===== src/rtl/imem_loader_pkg.sv =====
// Shared definitions for the instruction-memory loader: FSM state encoding,
// opcode field position and the reserved opcode pattern.
package imem_loader_pkg;

   typedef enum logic [2:0] {
      LD_IDLE  = 3'd0,
      LD_LO    = 3'd1,
      LD_HI    = 3'd2,
      LD_WRITE = 3'd3,
      LD_CSUM  = 3'd4,
      LD_DONE  = 3'd5,
      LD_ERR   = 3'd6
   } loader_state_e;

   localparam int OPC_MSB = 8;
   localparam int OPC_LSB = 4;

   // Unassigned opcode encoding 5'b1111?; the low bit is a don't-care.
   localparam logic [4:0] cILLEGAL      = 5'b11110;
   localparam logic [4:0] cILLEGAL_MASK = 5'b11110;

   function automatic logic isIllegalOpc(input logic [4:0] opc);
      return (opc & cILLEGAL_MASK) == (cILLEGAL & cILLEGAL_MASK);
   endfunction

endpackage


===== src/rtl/imem_loader_if.sv =====
// Byte-stream input and imem write port of the loader, bundled as one interface.
// master: the loader (consumes bytes, drives imem writes).
// slave:  the environment (byte source and imem).
interface imem_loader_if #(
   parameter int IW = 9,
   parameter int AW = 8
);
   logic          in_valid;
   logic [7:0]    in_data;
   logic          in_ready;
   logic          imem_we;
   logic [AW-1:0] imem_addr;
   logic [IW-1:0] imem_wdata;

   modport master (
      input  in_valid, in_data,
      output in_ready, imem_we, imem_addr, imem_wdata
   );

   modport slave (
      output in_valid, in_data,
      input  in_ready, imem_we, imem_addr, imem_wdata
   );
endinterface


===== src/rtl/imem_loader.sv =====
// imem_loader: fills instruction memory from a byte stream. Byte pairs are packed
// into 9-bit words, written sequentially from address 0, and the load is closed by
// an XOR checksum byte. The core is held in reset until a load completes cleanly.
// Optional build macro IMEM_LOADER_OPCHK_EN rejects words carrying the unassigned
// opcode 5'b1111? (load aborts, the word is not written).
//
// state | meaning
// IDLE  | after reset, waiting for start
// LO    | waiting for low byte (word[7:0])
// HI    | waiting for high byte (bit0 -> word[8], bits 7:1 must be zero)
// WRITE | one-cycle imem write of the packed word
// CSUM  | waiting for checksum byte
// DONE  | load good, core released, waiting for start
// ERR   | load aborted, core held, waiting for start
module imem_loader
   import imem_loader_pkg::*;
#(
   parameter int IW = 9,
   parameter int AW = 8
) (
   input  logic          clk,
   input  logic          reset,
   input  logic          start,
   input  logic [AW:0]   len,
   imem_loader_if.master bus,
   output logic          core_hold,
   output logic          done,
   output logic          err,
   output logic [AW:0]   word_count
);

   localparam logic [2:0] sIdle  = LD_IDLE;
   localparam logic [2:0] sLo    = LD_LO;
   localparam logic [2:0] sHi    = LD_HI;
   localparam logic [2:0] sWrite = LD_WRITE;
   localparam logic [2:0] sCsum  = LD_CSUM;
   localparam logic [2:0] sDone  = LD_DONE;
   localparam logic [2:0] sErr   = LD_ERR;

   localparam logic [AW:0] maxLen  = {1'b1, {AW{1'b0}}};
   localparam logic [AW:0] countOne = {{AW{1'b0}}, 1'b1};

   logic [2:0]  state;
   logic [2:0]  stateNext;
   logic [AW:0] lenReg;
   logic [AW:0] wordCount;
   logic [AW:0] wordCountNext;
   logic [AW:0] lenClamped;
   logic [7:0]  csum;
   logic [7:0]  wordLo;
   logic        wordHi;
   logic        accept;
   logic        canStart;
   logic        framingBad;
   logic        opcBad;

   assign accept        = bus.in_valid & bus.in_ready;
   assign canStart      = (state == sIdle) || (state == sDone) || (state == sErr);
   assign lenClamped    = (len > maxLen) ? maxLen : len;
   assign wordCountNext = wordCount + countOne;
   assign framingBad    = |bus.in_data[7:1];

`ifdef IMEM_LOADER_OPCHK_EN
   logic [IW-1:0] hiWord;
   assign hiWord = {bus.in_data[0], wordLo};
   assign opcBad = isIllegalOpc(hiWord[OPC_MSB:OPC_LSB]);
`else
   assign opcBad = 1'b0;
`endif

   // Next-state decode; start is only honoured in the three resting states.
   always_comb begin
      stateNext = state;
      case (state)
         sIdle, sDone, sErr: begin
            if (start) stateNext = (lenClamped == '0) ? sCsum : sLo;
         end
         sLo: begin
            if (accept) stateNext = sHi;
         end
         sHi: begin
            if (accept) stateNext = (framingBad || opcBad) ? sErr : sWrite;
         end
         sWrite: begin
            stateNext = (wordCountNext == lenReg) ? sCsum : sLo;
         end
         sCsum: begin
            if (accept) stateNext = (bus.in_data == csum) ? sDone : sErr;
         end
         default: stateNext = sIdle;
      endcase
   end

   // State register; synchronous reset returns to IDLE even mid-load.
   always_ff @(posedge clk) begin
      if (reset) state <= sIdle;
      else       state <= stateNext;
   end

   // Load bookkeeping: length, word counter, byte packer and running checksum.
   always_ff @(posedge clk) begin
      if (reset) begin
         lenReg    <= '0;
         wordCount <= '0;
         csum      <= '0;
         wordLo    <= '0;
         wordHi    <= 1'b0;
      end else begin
         if (canStart && start) begin
            lenReg    <= lenClamped;
            wordCount <= '0;
            csum      <= '0;
         end
         if (state == sLo && accept) begin
            wordLo <= bus.in_data;
            csum   <= csum ^ bus.in_data;
         end
         if (state == sHi && accept) begin
            wordHi <= bus.in_data[0];
            csum   <= csum ^ bus.in_data;
         end
         if (state == sWrite) wordCount <= wordCountNext;
      end
   end

   assign bus.in_ready   = (state == sLo) || (state == sHi) || (state == sCsum);
   assign bus.imem_we    = (state == sWrite);
   assign bus.imem_addr  = wordCount[AW-1:0];
   assign bus.imem_wdata = {wordHi, wordLo};

   assign core_hold  = (state != sDone);
   assign done       = (state == sDone);
   assign err        = (state == sErr);
   assign word_count = wordCount;

endmodule


===== src/flat_wrapper.sv =====
// flat-port wrapper written by rule: the top's interface ports become plain ports
module imem_loader_flat import imem_loader_pkg::*;
#(
   parameter int IW = 9,
   parameter int AW = 8
)
  (clk, reset, start, len, core_hold, done, err, word_count, bus_in_valid, bus_in_data, bus_in_ready, bus_imem_we, bus_imem_addr, bus_imem_wdata);
  imem_loader_if #(.IW(IW), .AW(AW)) bus_i ();
  input  logic clk;
  input  logic reset;
  input  logic start;
  input  logic [AW:0] len;
  output logic core_hold;
  output logic done;
  output logic err;
  output logic [AW:0] word_count;
  input wire logic [$bits(bus_i.in_valid)-1:0] bus_in_valid;
  input wire logic [$bits(bus_i.in_data)-1:0] bus_in_data;
  output wire logic [$bits(bus_i.in_ready)-1:0] bus_in_ready;
  output wire logic [$bits(bus_i.imem_we)-1:0] bus_imem_we;
  output wire logic [$bits(bus_i.imem_addr)-1:0] bus_imem_addr;
  output wire logic [$bits(bus_i.imem_wdata)-1:0] bus_imem_wdata;
  assign bus_i.in_valid = bus_in_valid;
  assign bus_i.in_data = bus_in_data;
  assign bus_in_ready = bus_i.in_ready;
  assign bus_imem_we = bus_i.imem_we;
  assign bus_imem_addr = bus_i.imem_addr;
  assign bus_imem_wdata = bus_i.imem_wdata;
  imem_loader #(.IW(IW), .AW(AW)) u_core (.clk(clk), .reset(reset), .start(start), .len(len), .bus(bus_i), .core_hold(core_hold), .done(done), .err(err), .word_count(word_count));
endmodule

===== config.mk =====
export PLATFORM = sky130hd
export DESIGN_NAME = imem_loader_flat
export DESIGN_NICKNAME = d
export VERILOG_FILES = /design/src/rtl/imem_loader_pkg.sv /design/src/rtl/imem_loader_if.sv /design/src/rtl/imem_loader.sv /design/src/flat_wrapper.sv
export SDC_FILE = /design/constraint.sdc
export NUM_CORES = 1
export LEC_CHECK = 0
export BUFFER_PORTS_ARGS = -buffer_cell sky130_fd_sc_hd__buf_2
export CORE_ASPECT_RATIO = 1.1
export CORE_MARGIN = 2
export CORE_UTILIZATION = 53
export DETAILED_ROUTE_END_ITERATION = 10
export GPL_TIMING_DRIVEN = 0
export PLACE_DENSITY = 0.79
export SYNTH_ARGS = -nofsm -noshare
export SYNTH_HDL_FRONTEND = slang
export SYNTH_SLANG_ARGS = --single-unit
export TNS_END_PERCENT = 1

===== constraint.sdc =====
create_clock -name clk -period 4.1 [get_ports clk]
set_input_delay 0.82 -clock clk [delete_from_list [all_inputs] [get_ports clk]]
set_output_delay 0.82 -clock clk [all_outputs]
set_load 0.005 [all_outputs]

# Word level (Yosys, flattened, before mapping)
# Index checks and enable logic that the tools add are counted.
op_classes:
  n_bitwise: 2
  n_reduce_logical: 14
  n_addsub: 1
  magnitude_cmp: 1
  n_mux: 15
  n_eq_ne: 13
ops:
  columns: ["cell", "count"]
  rows:
  - ["9-bit 2-to-1 mux", 3]
  - ["8-bit 2-to-1 mux", 3]
  - ["3-bit 2-to-1 mux", 7]
  - ["3-bit one-hot mux with 5 select lines", 1]
  - ["9-bit by 1-bit adder with 9-bit output (second input constant)", 1]
  - ["3-bit equality test (second input constant)", 3]
  - ["9-bit equality test", 1]
  - ["9-bit > comparator (second input constant)", 1]
  - ["9-bit logical NOT", 1]
  - ["8-bit equality test", 1]
  - ["8-bit XOR", 1]
  - ["7-bit OR reduction", 1]
  - ["3-bit by 2-bit equality test with 1-bit output (second input constant)", 2]
  - ["2-bit by 1-bit inequality test with 1-bit output (second input constant)", 3]
  - ["1-bit logical OR", 4]
  - ["4-bit AND reduction", 1]
  - ["3-bit by 1-bit equality test with 1-bit output (second input constant)", 1]
  - ["1-bit logical AND", 3]
  - ["3-bit logical NOT", 1]
  - ["3-bit inequality test (second input constant)", 1]
  - ["3-bit nonzero test", 1]
  - ["3-bit OR reduction", 1]
  - ["2-bit 2-to-1 mux", 1]
  - ["2-bit inequality test (second input constant)", 1]
  - ["2 further kinds", 2]
word_totals:
  reg_bits: 38
  elab_cells: 52

# Depth between registers and ports, before layout
depth:
  depth_word: 7
  mapped_depth: 8
  mapped_depth_nobuf: 7

# Least setup slack after synthesis
# OpenSTA, ideal clock, no wires.
synth_timing:
  kind: "input port to flip-flop"
  startpoint: "input bus_in_data[3]"
  endpoint: "register u_core.state[2]"
  cell_stages: 6
  setup_slack_ns: 1.950
  arrival_ns: 2.024
  required_time_ns: 3.974
  cell_sequence: "or4_1 -> o41ai_1 -> o21a_1 -> nor3_1 -> o211ai_1 -> o31ai_2"
synth_via:
  elab_chain_len: 4
synth_rtl:
  columns: ["element", "line_no", "text"]
  rows:
  - ["from (decl)", "flat_wrapper.sv:18", "input wire logic [$bits(bus_i.in_data)-1:0] bus_in_data;"]
  - ["7-bit OR reduction", "imem_loader.sv:61", "assign framingBad = |bus.in_data[7:1];"]
  - ["3-bit 2-to-1 mux (2 in series)", "imem_loader.sv:82", "if (accept) stateNext = (framingBad || opcBad) ? sErr : sWrite;"]
  - ["3-bit one-hot mux with 5 select lines", "imem_loader.sv:74", "case (state)"]
  - ["to (signal assigned)", "imem_loader.sv:96", "if (reset) state <= sIdle;"]
  - ["to (signal assigned)", "imem_loader.sv:97", "else state <= stateNext;"]
  - ["to (decl)", "imem_loader.sv:43", "logic [2:0] state;"]
# No other way between the ends. The select of a mux whose other input is x is not followed.
# A chain may end at the register's enable or synchronous reset.

# Final worst setup path
layout_timing:
  startpoint: "register u_core.state[1]"
  endpoint: "output bus_imem_we"
layout_via:
  elab_chain_len: 1
layout_rtl:
  columns: ["element", "line_no", "text"]
  rows:
  - ["3-bit by 2-bit equality test with 1-bit output", "imem_loader.sv:127", "assign bus.imem_we = (state == sWrite);"]
  - ["to (decl)", "flat_wrapper.sv:20", "output wire logic [$bits(bus_i.imem_we)-1:0] bus_imem_we;"]
# No other way between the ends.

==> results by group <==
Floorplan
  • Die Span Y: 71.7 um
  • Core ar.: 3990 um^2
  • Die area: 4690 um^2
  • Die Span X: 65.5 um
  • Ports: 52
  • Std cell rows: 24
  • Initial Util: 55.2%

Final layout
  • Commonest non-fill, non-tap cell in the layout: buf_2
  • Final cell count without fillers: 384
  • Net count, final: 353
  • Multi-input logic area: 1280 um^2
  • # fillers: 367
  • Register area: 761 um^2
  • Ant diodes: 0
  • Most frequent cells in the layout: buf_2 (55), dfxtp_1 (38), nor2_1 (33), a21oi_1 (30), nand2_1 (23)
  • Layout cells sized above 1: 26.8%
  • Area Growth Syn to Fin: 18.8%

Worst setup path
  • Crit path launch type: flop
  • Critical-path cell list: buf_2 -> nand2_1 -> or2_2 -> clkinv_1 -> buf_2
  • Largest stage delay, worst path: 380 ps
  • CP arrival: 1640 ps
  • Most used cell, CP: buf_2
  • Worst Setup End Kind: primary output
  • Crit-path leading delay family: buffers and inverters
  • Reg2Reg Depth: 8
  • CP Depth: 5
  • Critical Path RT: 3280 ps
  • CP max-delay cell: dfxtp_1
  • CP bufs+invs: 3
  • Crit-path max FO: 10
  • Setup CP Type: flop to primary output

Place
  • Post-detail-place hpwl: 3730 um
  • Gpl congestion: 0.877
  • Post-placement cell count: 376
  • IO buf count: 51
  • Setup slack after placement: 1660 ps

STA
  • Minimum clock period: 2460 ps
  • Worst slew pin tran: 631 ps
  • Fmax: 407 MHz
  • Fin. Hold Viols: 0
  • Final worst clock skew: 6.47 ps
  • RSZ-0062 raised after global routing: no
  • Min setup slack post-route: 1640 ps
  • Final Cycle Share: 59.9%
  • Count of pins over their slew limit: 0
  • Sum of negative setup slack: 0 ps
  • Setup violators final: 0
  • Relative slew slack: 57.8%

Power
  • P_leak: 1.12 nW
  • Peak VDD IR: 0.000278 V
  • Pwr per Cell Area: 431 nW/um^2

Global routing
  • Antenna violations before repair: 0
  • Vias in the first global route: 1911
  • First-pass GRT wire length: 8530 um
  • Largest net degree at the start of global routing: 13
  • GR peak layer: met2
  • Global route overflow: 0
  • GRT Total Usage: 23.2%
  • M1 GR Usage: 28.0%
  • Met2 Use GR: 39.7%
  • Met3 GRT Util: 5.65%

Route
  • Number of iterations in the first detailed-routing pass: 4
  • WL per Instance: 13.6 um
  • Routed vias: 2108
  • ANT nets after route: 0
  • DRC violations left: 0
  • Detailed-route wire length: 5210 um
  • Vias/cell: 5.49
  • Iteration-0 DRC Markers: 112

Logic synthesis
  • Seq/Total Area, Yosys: 34.5%
  • Mapped Cells: 273
  • Netlist cell types: 48
  • Synthesis Warnings: 0
  • Post-synth EDFFs: 0
  • Yosys reg bits: 38
  • Ys async rst share: 0%
  • Synthesized area: 2210 um^2
  • Net count after synthesis: 295
  • Syn avg cell area: 8.08 um^2
  • Ys flop type: dfxtp_1

Clock network
  • Deepest clock path buffer count: 2
  • Post-CTS Setup Inserts: 0
  • Root Buffer: clkbuf_8
  • Clk Latency, worst-skew pair: 300 ps
  • CTS Buf Count: 5
  • H-tree levels: 2
  • CTS resizes: 0
  • Reg clk slew, reported paths: 80 ps
  • Clk sink count: 38
  • CTS tree: built
  • Hold Buf Count CTS: 0

Hold path
  • HP Class: flop to flop
  • Hold Path Cell Cnt: 2

Job
  • Max cap viols: 0

Outcome
  • Status: finished, final reports clean
-- sequential cells by signal, summed over array words and instances, names as in the netlist --
name,count
u_core.csum,8
u_core.lenReg,9
u_core.wordHi,1
u_core.word_count,9
u_core.state,3
u_core.wordLo,8
-- per-stage QoR --
| stage | utilization (%) | instance area (um^2) | hold WS, ps | power, mW |
|---|---|---|---|---|
| floorplan | - | 2210 | 444 | 0.748 |
| global placement | 63.3 | 2530 | 452 | 0.855 |
| detailed placement | 63.3 | 2530 | 457 | 0.861 |
| CTS | 65.6 | 2620 | 468 | 1.13 |
| global route | 65.6 | 2620 | 486 | 1.20 |
| finish | 65.6 | 2620 | 468 | 1.13 |
-- cell usage after synthesis (3+ instances only) --
| master | instances | share of area, % |
|---|---|---|
| a21oi_1 | 30 | 6.8 |
| and2_1 | 4 | 1.1 |
| buf_2 | 4 | 0.91 |
| buf_4 | 9 | 3.1 |
| buf_6 | 3 | 1.5 |
| clkbuf_1 | 5 | 0.85 |
| dfxtp_1 | 38 | 34 |
| mux2i_1 | 10 | 4.5 |
| nand2_1 | 23 | 3.9 |
| nand3_1 | 5 | 1.1 |
| nand3b_1 | 19 | 6.5 |
| nor2_1 | 33 | 5.6 |
| nor3_1 | 4 | 0.91 |
| nor4_1 | 3 | 0.85 |
| o21ai_0 | 19 | 4.3 |
| or3_1 | 3 | 0.85 |
| xnor2_1 | 8 | 3.2 |
| xor2_1 | 14 | 5.6 |
-- logic make-up after synthesis --
kind of cell | Yosys count | synth area share, %
AO/OA/AOI/OAI | 62 | 16.1
XOR/XNOR | 23 | 9.47
adder cells (fa/ha/maj) | 1 | 0.567
buffers and inverters | 26 | 7.32
flip-flops | 38 | 34.5
multiplexers | 11 | 5.05
AND/OR/NAND/NOR | 112 | 27.0
-- area by class of cell --
cell class	count	area share [%]
buffer	24	5.87
clock buffer	6	3.15
clock inverter	2	0.477
inverter	2	0.286
multi-input combinational	209	49.0
sequential	38	29.0
tap	52	2.48
timing repair buffer	51	9.74
-- power by group --
| part | total [mW] | switching, mW | internal [mW] |
|---|---|---|---|
| clock network | 0.275 | 0.139 | 0.135 |
| logic | 0.404 | 0.237 | 0.166 |
| registers | 0.452 | 0.0361 | 0.416 |
-- per-layer routing --
metal | wire length (um) | part of all wire (%)
met4 | 123 | 2.4
met3 | 293 | 5.6
met1 | 2190 | 42
met5 | 0 | 0
met2 | 2600 | 50
-- worst paths after layout --
kind | from | endpoint | slack [ps]
max | u_core.state[1] | bus_imem_we | 1640
min | u_core.lenReg[3] | u_core.lenReg[3] | 470
max reg2reg | u_core.word_count[0] | u_core.state[2] | 1790
min reg2reg | u_core.lenReg[3] | u_core.lenReg[3] | 470
-- tightest hold or removal path: cells and delay by family, from the launching register on --
family          cells  cell delay [ps]
flops               1              320
compound gates      1               50
simple gates        1               50
No activity file was read; power rests on OpenSTA's default activity.
